### src/rtl/traffic_phase_ctrl_if.sv
// Signal bundle between the traffic phase controller and its sensors/lamps.
// Pedestrian signals exist only when PED_WALK_EN is defined.
interface traffic_phase_ctrl_if;
    logic       car_present;
    logic [2:0] light_pros;
    logic [2:0] light_wash;
    logic [2:0] phase;
`ifdef PED_WALK_EN
    logic       ped_req;
    logic       walk;

    modport master (output car_present, ped_req,
                    input  light_pros, light_wash, phase, walk);
    modport slave  (input  car_present, ped_req,
                    output light_pros, light_wash, phase, walk);
`else
    modport master (output car_present,
                    input  light_pros, light_wash, phase);
    modport slave  (input  car_present,
                    output light_pros, light_wash, phase);
`endif
endinterface

### src/rtl/traffic_phase_ctrl.sv
// Two-road actuated traffic phase controller driven by one shared dwell timer.
// Optional pedestrian walk phase is compiled in with the PED_WALK_EN macro.
module traffic_phase_ctrl #(
    parameter int CNT_W       = 8,
    parameter int WASH_MIN    = 4,
    parameter int YLW_CYC     = 1,
    parameter int ALL_RED_CYC = 1,
    parameter int PROS_MIN    = 4,
    parameter int PROS_MAX    = 8
`ifdef PED_WALK_EN
    , parameter int WALK_CYC  = 3
`endif
) (
    input  logic               clk,
    input  logic               rst,
    traffic_phase_ctrl_if.slave bus
);
    typedef enum logic [2:0] {
        ST_WASH_GRN = 3'd0,
        ST_WASH_YLW = 3'd1,
        ST_CLR_A    = 3'd2,
        ST_PROS_GRN = 3'd3,
        ST_PROS_YLW = 3'd4,
        ST_CLR_B    = 3'd5,
        ST_WALK     = 3'd6
    } state_t;

    localparam logic [2:0] L_RED = 3'b001;
    localparam logic [2:0] L_YLW = 3'b010;
    localparam logic [2:0] L_GRN = 3'b100;

    // Timer values on the last cycle of each phase.
    localparam logic [CNT_W-1:0] L_WASH_LAST = CNT_W'(WASH_MIN - 1);
    localparam logic [CNT_W-1:0] L_YLW_LAST  = CNT_W'(YLW_CYC - 1);
    localparam logic [CNT_W-1:0] L_CLR_LAST  = CNT_W'((ALL_RED_CYC > 0) ? ALL_RED_CYC - 1 : 0);
    localparam logic [CNT_W-1:0] L_PMIN_LAST = CNT_W'(PROS_MIN - 1);
    localparam logic [CNT_W-1:0] L_PMAX_LAST = CNT_W'(PROS_MAX - 1);
    localparam logic [CNT_W-1:0] L_TMR_SAT   = {CNT_W{1'b1}};
`ifdef PED_WALK_EN
    localparam logic [CNT_W-1:0] L_WALK_LAST = CNT_W'(WALK_CYC - 1);
`endif

    state_t           r_state;
    state_t           w_next;
    state_t           w_after_clr;
    logic [CNT_W-1:0] r_timer;
    logic             r_car_req;
    logic             w_enter_pros;
`ifdef PED_WALK_EN
    logic             r_ped_pend;
    logic             w_enter_walk;
`endif

    always_ff @(posedge clk) begin
        if (rst) r_state <= ST_WASH_GRN;
        else     r_state <= w_next;
    end

    always_ff @(posedge clk) begin
        if (rst || (w_next != r_state)) r_timer <= '0;
        else if (r_timer != L_TMR_SAT)  r_timer <= r_timer + CNT_W'(1);
    end

    assign w_enter_pros = (w_next == ST_PROS_GRN) && (r_state != ST_PROS_GRN);

    // Clearing on entry to Prospect green takes priority over a new request.
    always_ff @(posedge clk) begin
        if (rst)                                                 r_car_req <= 1'b0;
        else if (w_enter_pros)                                   r_car_req <= 1'b0;
        else if (bus.car_present && (r_state != ST_PROS_GRN))    r_car_req <= 1'b1;
    end

`ifdef PED_WALK_EN
    assign w_enter_walk = (w_next == ST_WALK) && (r_state != ST_WALK);

    always_ff @(posedge clk) begin
        if (rst)                                         r_ped_pend <= 1'b0;
        else if (w_enter_walk)                           r_ped_pend <= 1'b0;
        else if (bus.ped_req && (r_state != ST_WALK))    r_ped_pend <= 1'b1;
    end
`endif

    always_comb begin
        w_next         = r_state;
        w_after_clr    = ST_WASH_GRN;
        bus.light_pros = L_RED;
        bus.light_wash = L_RED;
        bus.phase      = r_state;
`ifdef PED_WALK_EN
        bus.walk       = 1'b0;
        if (r_ped_pend) w_after_clr = ST_WALK;
`endif
        case (r_state)
            ST_WASH_GRN: begin
                bus.light_wash = L_GRN;
                if ((r_timer >= L_WASH_LAST) && (r_car_req || bus.car_present))
                    w_next = ST_WASH_YLW;
            end
            ST_WASH_YLW: begin
                bus.light_wash = L_YLW;
                if (r_timer == L_YLW_LAST)
                    w_next = (ALL_RED_CYC == 0) ? ST_PROS_GRN : ST_CLR_A;
            end
            ST_CLR_A: begin
                if (r_timer == L_CLR_LAST) w_next = ST_PROS_GRN;
            end
            ST_PROS_GRN: begin
                bus.light_pros = L_GRN;
                if (((r_timer >= L_PMIN_LAST) && !bus.car_present) || (r_timer == L_PMAX_LAST))
                    w_next = ST_PROS_YLW;
            end
            ST_PROS_YLW: begin
                bus.light_pros = L_YLW;
                if (r_timer == L_YLW_LAST)
                    w_next = (ALL_RED_CYC == 0) ? w_after_clr : ST_CLR_B;
            end
            ST_CLR_B: begin
                if (r_timer == L_CLR_LAST) w_next = w_after_clr;
            end
`ifdef PED_WALK_EN
            ST_WALK: begin
                bus.walk = 1'b1;
                if (r_timer == L_WALK_LAST) w_next = ST_WASH_GRN;
            end
`endif
            default: begin
                w_next = ST_WASH_GRN;
            end
        endcase
    end
endmodule
### src/flat_wrapper.sv
// flat-port wrapper written by rule: the top's interface ports become plain ports
module traffic_phase_ctrl_flat 
#(
    parameter int CNT_W       = 8,
    parameter int WASH_MIN    = 4,
    parameter int YLW_CYC     = 1,
    parameter int ALL_RED_CYC = 1,
    parameter int PROS_MIN    = 4,
    parameter int PROS_MAX    = 8

)
  (clk, rst, bus_car_present, bus_light_pros, bus_light_wash, bus_phase);
  traffic_phase_ctrl_if bus_i ();
  input  logic clk;
  input  logic rst;
  input wire logic [$bits(bus_i.car_present)-1:0] bus_car_present;
  output wire logic [$bits(bus_i.light_pros)-1:0] bus_light_pros;
  output wire logic [$bits(bus_i.light_wash)-1:0] bus_light_wash;
  output wire logic [$bits(bus_i.phase)-1:0] bus_phase;
  assign bus_i.car_present = bus_car_present;
  assign bus_light_pros = bus_i.light_pros;
  assign bus_light_wash = bus_i.light_wash;
  assign bus_phase = bus_i.phase;
  traffic_phase_ctrl #(.CNT_W(CNT_W), .WASH_MIN(WASH_MIN), .YLW_CYC(YLW_CYC), .ALL_RED_CYC(ALL_RED_CYC), .PROS_MIN(PROS_MIN), .PROS_MAX(PROS_MAX)) u_core (.clk(clk), .rst(rst), .bus(bus_i));
endmodule
### config.mk
export PLATFORM = sky130hd
export DESIGN_NAME = traffic_phase_ctrl_flat
export DESIGN_NICKNAME = d
export VERILOG_FILES = /design/src/rtl/traffic_phase_ctrl_if.sv /design/src/rtl/traffic_phase_ctrl.sv /design/src/flat_wrapper.sv
export SDC_FILE = /design/constraint.sdc
export NUM_CORES = 1
export LEC_CHECK = 0
export BUFFER_PORTS_ARGS = -buffer_cell sky130_fd_sc_hd__buf_2
export CAP_MARGIN = 25
export CORE_MARGIN = 8
export CORE_UTILIZATION = 40
export CTS_BUF_LIST = sky130_fd_sc_hd__clkbuf_8
export DETAILED_ROUTE_END_ITERATION = 12
export PLACE_DENSITY = 0.64
export SKIP_CTS_REPAIR_TIMING = 1
export SYNTH_ARGS = -nofsm -noshare
export SYNTH_HDL_FRONTEND = slang
export SYNTH_SLANG_ARGS = --single-unit
export TNS_END_PERCENT = 20
### constraint.sdc
create_clock -name clk -period 2 [get_ports clk]
set_input_delay 0.1 -clock clk [delete_from_list [all_inputs] [get_ports clk]]
set_output_delay 0.1 -clock clk [all_outputs]
set_load 0.01 [all_outputs]
---- Word level (Yosys, flattened, before mapping) ----
Index checks and enable logic that the tools add are counted.
operators by class
  shift operators ......................... 0
  muxes and demuxes ....................... 9
  order comparisons ....................... 1
  reduce and logical (&&, ||, !) cells .... 11
  equality and inequality tests ........... 10
  $add $sub $neg .......................... 1
  multiply operators ...................... 0
  div/mod/pow operators ................... 0
  bitwise logic cells ..................... 0
operator list
  operator               count
  $mux W3                6
  $pmux W3 S6            1
  $pmux W3 S2            2
  $eq A3 B2 Y1 const B   3
  $add A8 B1 Y8 const B  1
  $eq A8 B3 Y1 const B   1
  $ge A8 B2 Y1 const B   1
  $logic_not A8 Y1       1
  $ne A8 B8 Y1 const B   1
  $eq A3 B3 Y1 const B   2
  $logic_and A1 B1 Y1    4
  $eq A3 B1 Y1 const B   1
  $logic_not A3 Y1       1
  $logic_or A1 B1 Y1     3
  $ne A3 B2 Y1 const B   1
  $ne A3 B3 Y1           1
  $reduce_or A2 Y1       1
  $logic_not A1 Y1       1
storage, ports and cells
  latch bits .............................. 0
  memory bits (writable) .................. 0
  memories ................................ 0
  ROM bits ................................ 0
  logic and storage cells ................. 35
  register bits ........................... 12
  input port bits ......................... 3

---- Longest topological paths before layout ----
  depth in word-level cells ............... 8
  gate-level depth with buffers ........... 7
  gate-level depth less buffers ........... 6

---- Worst setup path before layout ----
OpenSTA, ideal clock, no wires.
  path type ............................... reg2reg
  start point ............................. register u_core.r_state[1] (netlist: u_core.bus.phase[1])
  end point ............................... register u_core.r_timer[3]
  setup time .............................. 0.117 ns
  arrival time ............................ 1.546 ns
  slack ................................... 0.336 ns
  period minus slack after synthesis ...... 1.664 ns
  stages on the path, launching flop included .. 8
  cell sequence ........................... dfxtp_1 buf_6 or2_2 nor2_4 o211ai_2 a222oi_1 buf_4 nor2_1
on the way
  word-level cells in the longest chain between the ends .. 4
  elaborated cells on any way between the ends .. 15
  those cells by class .................... eq/ne: 6; mux: 7; reduce/logical: 2
RTL lines
  element                                     line                      source
  start, declared                             traffic_phase_ctrl.sv:43  state_t r_state;
  start signal, assigned                      traffic_phase_ctrl.sv:56  else r_state <= w_next;
  $eq A3 B3 Y1, or another cell as far along  traffic_phase_ctrl.sv:93  case (r_state)
  $pmux W3 S6                                 traffic_phase_ctrl.sv:93
  $ne A3 B3 Y1 *                              traffic_phase_ctrl.sv:60  if (rst || (w_next != r_state)) r_timer <= '0;
  $logic_or A1 B1 Y1 *                        traffic_phase_ctrl.sv:60
  end signal, assigned                        traffic_phase_ctrl.sv:61  else if (r_timer != L_TMR_SAT) r_timer <= r_timer + CNT_W'(1);
  end, declared                               traffic_phase_ctrl.sv:46  logic [CNT_W-1:0] r_timer;
Mark *: on every way between the ends. The rest lies on a longest branch, timed or not.
A chain may end at the register's enable or synchronous reset.

---- Worst setup path after layout ----
  start point ............................. register u_core.r_timer[0]
  end point ............................... register u_core.r_timer[1]
on the way
  word-level cells in the longest chain between the ends .. 7
  elaborated cells on any way between the ends .. 17
  those cells by class .................... add/sub: 1; order compare: 1; eq/ne: 3; mux: 7; reduce/logical: 5
RTL lines
  element              line                                                 source
  $ge A8 B2 Y1         traffic_phase_ctrl.sv:96, traffic_phase_ctrl.sv:109
  $logic_and A1 B1 Y1  traffic_phase_ctrl.sv:109                            if (((r_timer >= L_PMIN_LAST) && !bus.car_present) || (r_timer == L_PMAX_LAST))
  $logic_or A1 B1 Y1   traffic_phase_ctrl.sv:109
  $mux W3              traffic_phase_ctrl.sv:109
  $pmux W3 S6          traffic_phase_ctrl.sv:93
  $ne A3 B3 Y1         traffic_phase_ctrl.sv:60
  $logic_or A1 B1 Y1   traffic_phase_ctrl.sv:60
Several ways; a longest one is shown, not always the timed one.

==> report_table.html <==
<table>
<tr><th>Metric</th><th>Value</th></tr>
<tr><th colspan="2">Setup path</th></tr>
<tr><td>Worst Path Arrival</td><td>1.92 ns</td></tr>
<tr><td>Kind of start point of the critical path</td><td>flip-flop</td></tr>
<tr><td>Maximum fanout along the worst path</td><td>4</td></tr>
<tr><td>Reg2Reg Capture Point</td><td>u_core.r_timer[1]$_SDFFE_PP0P_</td></tr>
<tr><td>Path depth of the worst reg2reg path</td><td>6</td></tr>
<tr><td>Startpoint of the lowest-slack register-to-register path</td><td>u_core.r_timer[0]$_SDFFE_PP0P_</td></tr>
<tr><td>Crit Path Class</td><td>flip-flop to flip-flop</td></tr>
<tr><td>Slack of the worst reg-to-reg path</td><td>0.22 ns</td></tr>
<tr><td>Category of the worst setup path capture point</td><td>flip-flop</td></tr>
<tr><td>Required time of the critical path</td><td>2.14 ns</td></tr>
<tr><th colspan="2">Synth</th></tr>
<tr><td>Post-Synthesis Cells</td><td>100</td></tr>
<tr><td>XOR/XNOR Fraction of Synth Area</td><td>0.02099</td></tr>
<tr><td>Total number of yosys warnings</td><td>0</td></tr>
<tr><td>Dominant register cell in the synthesized netlist</td><td>sky130_fd_sc_hd__dfxtp_1</td></tr>
<tr><td>Proportion of synthesized area in mux cells</td><td>0.04048</td></tr>
<tr><td>Dominant cell by count in the synthesized netlist</td><td>sky130_fd_sc_hd__dfxtp_1</td></tr>
<tr><td>Fraction of the mapped netlist area in simple logic gates</td><td>0.3718</td></tr>
<tr><td>Synthesized-area fraction occupied by ao, oa, aoi and oai cells</td><td>0.1679</td></tr>
<tr><td>Library cell with the largest summed area after synthesis</td><td>sky130_fd_sc_hd__dfxtp_1</td></tr>
<tr><td>Sequential share of the synthesized area</td><td>0.2879</td></tr>
<tr><td>Adder-cell area share of the yosys netlist</td><td>0.02999</td></tr>
<tr><td>Async SR Flop Fraction</td><td>0</td></tr>
<tr><td>Cells taking the most area after synthesis</td><td>sky130_fd_sc_hd__dfxtp_1 29%, sky130_fd_sc_hd__nor2_1 4.9%, sky130_fd_sc_hd__nand3_1 4.8%</td></tr>
<tr><td>Average instance area after synthesis</td><td>8.346 um2</td></tr>
<tr><td>Number of flops mapped to enable cells by yosys</td><td>0</td></tr>
<tr><td>Main combinational cell family by area after synthesis</td><td>simple AND/OR/NAND/NOR gates</td></tr>
<tr><td>Distinct cell type count after synthesis</td><td>37</td></tr>
<tr><td>Top-area cell type share of the netlist area</td><td>0.2879</td></tr>
<tr><td>Net count after synthesis</td><td>105</td></tr>
<tr><td>Synthesized cell area</td><td>834.6 um2</td></tr>
<tr><td>#FFs+latches synth</td><td>12</td></tr>
<tr><td>Cell types with the highest counts after synthesis</td><td>12 x sky130_fd_sc_hd__dfxtp_1, 11 x sky130_fd_sc_hd__nor2_1, 8 x sky130_fd_sc_hd__nand3_1</td></tr>
<tr><th colspan="2">Worst hold path</th></tr>
<tr><td>Startpoint of the most critical hold path</td><td>rst</td></tr>
<tr><td>Type of the worst min-delay path</td><td>input port to flip-flop</td></tr>
<tr><td>Destination of the worst hold path</td><td>u_core.bus.phase[2]$_SDFF_PP0_</td></tr>
<tr><td>Cells on Worst Hold Path</td><td>2</td></tr>
<tr><th colspan="2">Power</th></tr>
<tr><td>Clock group share of total power</td><td>0.270</td></tr>
<tr><td>Post-layout power</td><td>994.9 uW</td></tr>
<tr><td>VDD IR-drop max</td><td>0.5655 mV</td></tr>
<tr><td>Proportion of power drawn by combinational gates</td><td>0.410</td></tr>
<tr><td>Leakage power</td><td>0.3803 nW</td></tr>
<tr><td>Net switching share of the total power</td><td>0.3595</td></tr>
<tr><td>Internal power contribution</td><td>637.2 uW</td></tr>
<tr><td>Flop pwr share</td><td>0.319</td></tr>
<tr><td>Switch Pwr</td><td>357.6 uW</td></tr>
<tr><td>Power per unit of standard cell area</td><td>1045 mW/mm2</td></tr>
<tr><th colspan="2">Routing</th></tr>
<tr><td>Total DRC errors in the routed layout</td><td>0</td></tr>
<tr><td>Final routed wire length divided by cell count</td><td>13.01 um</td></tr>
<tr><td>Total number of vias</td><td>783</td></tr>
<tr><td>Detailed-routing iteration count for the pre-antenna-repair pass</td><td>4</td></tr>
<tr><td>Post-detailed-routing wire length</td><td>1821 um</td></tr>
<tr><td>Via-to-Cell Ratio</td><td>5.593</td></tr>
<tr><td>Final ANT Viol Nets</td><td>0</td></tr>
<tr><td>DR iter-0 viols</td><td>25</td></tr>
<tr><th colspan="2">Placement</th></tr>
<tr><td>Sum of net half-perimeters after detailed placement</td><td>1376 um</td></tr>
<tr><td>Dpl ws</td><td>0.2289 ns</td></tr>
<tr><td># port buffers</td><td>11</td></tr>
<tr><td>Placed inst area</td><td>897.1 um2</td></tr>
<tr><td>Last weighted congestion value of the routability-driven placer</td><td>0.8063</td></tr>
<tr><th colspan="2">GRT</th></tr>
<tr><td>Antenna violations before repair</td><td>0</td></tr>
<tr><td>Global-route wire length before repair</td><td>2967 um</td></tr>
<tr><td>Via count of the first global-routing pass</td><td>706</td></tr>
<tr><td>Gr usage total</td><td>0.1046</td></tr>
<tr><td>Total global routing overflow</td><td>0</td></tr>
<tr><td>Pin count of the biggest net entering global routing</td><td>13</td></tr>
<tr><th colspan="2">Finish</th></tr>
<tr><td>Net count, final</td><td>119</td></tr>
<tr><td>Area taken by flip-flops and latches</td><td>240.2 um2</td></tr>
<tr><td>Share of final-layout standard cells stronger than drive strength 1</td><td>0.2832</td></tr>
<tr><td>Total of fill cells in the finished design</td><td>207</td></tr>
<tr><td>Area taken by multi-input logic gates</td><td>526.8 um2</td></tr>
<tr><td>Post-synthesis to final-layout area growth</td><td>14.09%</td></tr>
<tr><td>Count of inserted antenna diode cells</td><td>0</td></tr>
<tr><td>Post-route cell area</td><td>952.2 um2</td></tr>
<tr><th colspan="2">CTS</th></tr>
<tr><td>Clk pin slew, worst setup/hold paths</td><td>0.05 ns</td></tr>
<tr><td>Root Driver</td><td>sky130_fd_sc_hd__clkbuf_8</td></tr>
<tr><td>Clock buffers created by TritonCTS</td><td>3</td></tr>
<tr><td># clock sinks</td><td>12</td></tr>
<tr><td>Worst skew pair latency</td><td>0.24 ns</td></tr>
<tr><td>Maximum count of clock buffers along a single path</td><td>2</td></tr>
<tr><td>TritonCTS clock tree</td><td>done</td></tr>
<tr><td>Count of H-tree levels built during CTS</td><td>1</td></tr>
<tr><th colspan="2">Floorplanning</th></tr>
<tr><td>Total die area</td><td>0.003804 mm2</td></tr>
<tr><td>Core region area</td><td>0.001962 mm2</td></tr>
<tr><td>Placement row count</td><td>16</td></tr>
<tr><td>Top-level I/O count</td><td>12</td></tr>
<tr><td>Chip width</td><td>61.68 um</td></tr>
<tr><td>Starting density of the core</td><td>0.4254</td></tr>
<tr><td>Die boundary height</td><td>61.68 um</td></tr>
<tr><th colspan="2">STA</th></tr>
<tr><td>Final worst path period need</td><td>1.777 ns</td></tr>
<tr><td>Worst Max-Slew Pin Slew</td><td>0.4812 ns</td></tr>
<tr><td>Final setup violation count</td><td>0</td></tr>
<tr><td>Achievable clock frequency</td><td>562.7 MHz</td></tr>
<tr><td>Post-route clock period utilization</td><td>0.8886</td></tr>
<tr><td>Number of hold-slack violations in the final timing report</td><td>0</td></tr>
<tr><td>Pins Over Slew Limit</td><td>0</td></tr>
<tr><td>Clock skew after layout</td><td>0.001594 ns</td></tr>
<tr><td>Setup Total Neg Slack</td><td>0 ns</td></tr>
<tr><td>Post-route setup slack</td><td>0.2229 ns</td></tr>
<tr><td>Setup repair after global routing missed its margin</td><td>no</td></tr>
<tr><td>Headroom to the max-slew limit</td><td>0.6792</td></tr>
<tr><th colspan="2">Status</th></tr>
<tr><td>Outcome</td><td>complete, no violations</td></tr>
<tr><th colspan="2">Flow run</th></tr>
<tr><td>Count of max-cap constraint violations</td><td>0</td></tr>
</table>
critical path: stages (launching register included):
cell and delay [ns]:
sky130_fd_sc_hd__dfxtp_1 0.38, sky130_fd_sc_hd__ha_1 0.24, sky130_fd_sc_hd__nand2_1 0.14, sky130_fd_sc_hd__nor3_1 0.40
sky130_fd_sc_hd__mux2_2 0.38, sky130_fd_sc_hd__nand3_1 0.08, sky130_fd_sc_hd__nor2_1 0.05
flip-flops by register name (all words and copies together), names as in the netlist:
| name | flops |
|---|---|
| u_core.bus.phase | 3 |
| u_core.r_car_req | 1 |
| u_core.r_timer | 8 |
metal layers:
layer | up-vias | track usage | wire (um)
li1 | 392 | - | -
met1 | 370 | 0.1200 | 852
met2 | 16 | 0.1669 | 802
met3 | 5 | 0.02714 | 123
met4 | 0 | 0.06818 | 42
met5 | - | 0 | 0
worst max-delay path by stage:
stage	to	cells past startpoint	slack [ns]	from
4_1_cts	u_core.r_timer[1]$_SDFFE_PP0P_	6	0.21	u_core.r_timer[0]$_SDFFE_PP0P_
6_report	u_core.r_timer[1]$_SDFFE_PP0P_	6	0.22	u_core.r_timer[0]$_SDFFE_PP0P_
2_1_floorplan	u_core.r_timer[3]$_SDFFE_PP0P_	7	0.34	u_core.bus.phase[1]$_SDFF_PP0_
5_1_grt	u_core.r_timer[3]$_SDFFE_PP0P_	6	0.12	u_core.r_timer[0]$_SDFFE_PP0P_
3_5_place_dp	u_core.r_timer[1]$_SDFFE_PP0P_	6	0.23	u_core.r_timer[0]$_SDFFE_PP0P_
3_3_place_gp	u_core.r_timer[1]$_SDFFE_PP0P_	6	0.25	u_core.r_timer[0]$_SDFFE_PP0P_
through the flow:
step	instances	hold slack (ns)	utilization
finish	140	0.08064	0.4853
global route	140	0.08077	0.4853
CTS	140	0.07562	0.4853
detailed placement	136	0.3334	0.4573
global placement	136	0.3300	0.4573
floorplan	100	0.1691	-
area by class of cell:
class | count | area share
tap | 27 | 0.03548
timing repair buffer | 14 | 0.08147
sequential | 12 | 0.2523
clock buffer | 4 | 0.05782
inverter | 5 | 0.01971
multi-input combinational | 78 | 0.5532
cells in the final DEF (no fill, tap or decap), types with 2 or more instances in the layout:
cell type                   count
sky130_fd_sc_hd__o2111ai_1      2
sky130_fd_sc_hd__nor2_1        11
sky130_fd_sc_hd__nand4b_1       3
sky130_fd_sc_hd__xnor2_1        2
sky130_fd_sc_hd__buf_4          3
sky130_fd_sc_hd__dfxtp_1       12
sky130_fd_sc_hd__and2_2         2
sky130_fd_sc_hd__buf_2         11
sky130_fd_sc_hd__a21bo_2        2
sky130_fd_sc_hd__o21ai_0        2
sky130_fd_sc_hd__inv_1          5
sky130_fd_sc_hd__clkbuf_8       4
sky130_fd_sc_hd__nand4_1        5
sky130_fd_sc_hd__a21oi_1        4
sky130_fd_sc_hd__and2_1         2
sky130_fd_sc_hd__nand2_1        7
sky130_fd_sc_hd__ha_1           2
sky130_fd_sc_hd__a31oi_1        2
sky130_fd_sc_hd__nor3_1         4
sky130_fd_sc_hd__mux2_2         3
sky130_fd_sc_hd__and3_1         2
sky130_fd_sc_hd__nand3_1        8
kinds of logic (layout without fill, tap and decap cells):
logic type	count (synthesis)	count (layout)
DFF	12	12
AOI/OAI and AO/OA	18	18
and+or+nand+nor	53	53
adders and majority gates	2	2
muxes	3	3
xor gates and xnor gates	2	2
buffers and inverters	10	23
power by group through the flow:
stage / clock network (mW) / registers [mW] / logic (mW)
2_1_floorplan: 0 / 0.319 / 0.318
3_3_place_gp: 0 / 0.320 / 0.403
3_5_place_dp: 0 / 0.323 / 0.408
4_1_cts: 0.279 / 0.318 / 0.410
5_1_grt: 0.290 / 0.326 / 0.449
6_report: 0.269 / 0.318 / 0.408
Power figures use the tool's default switching activity.
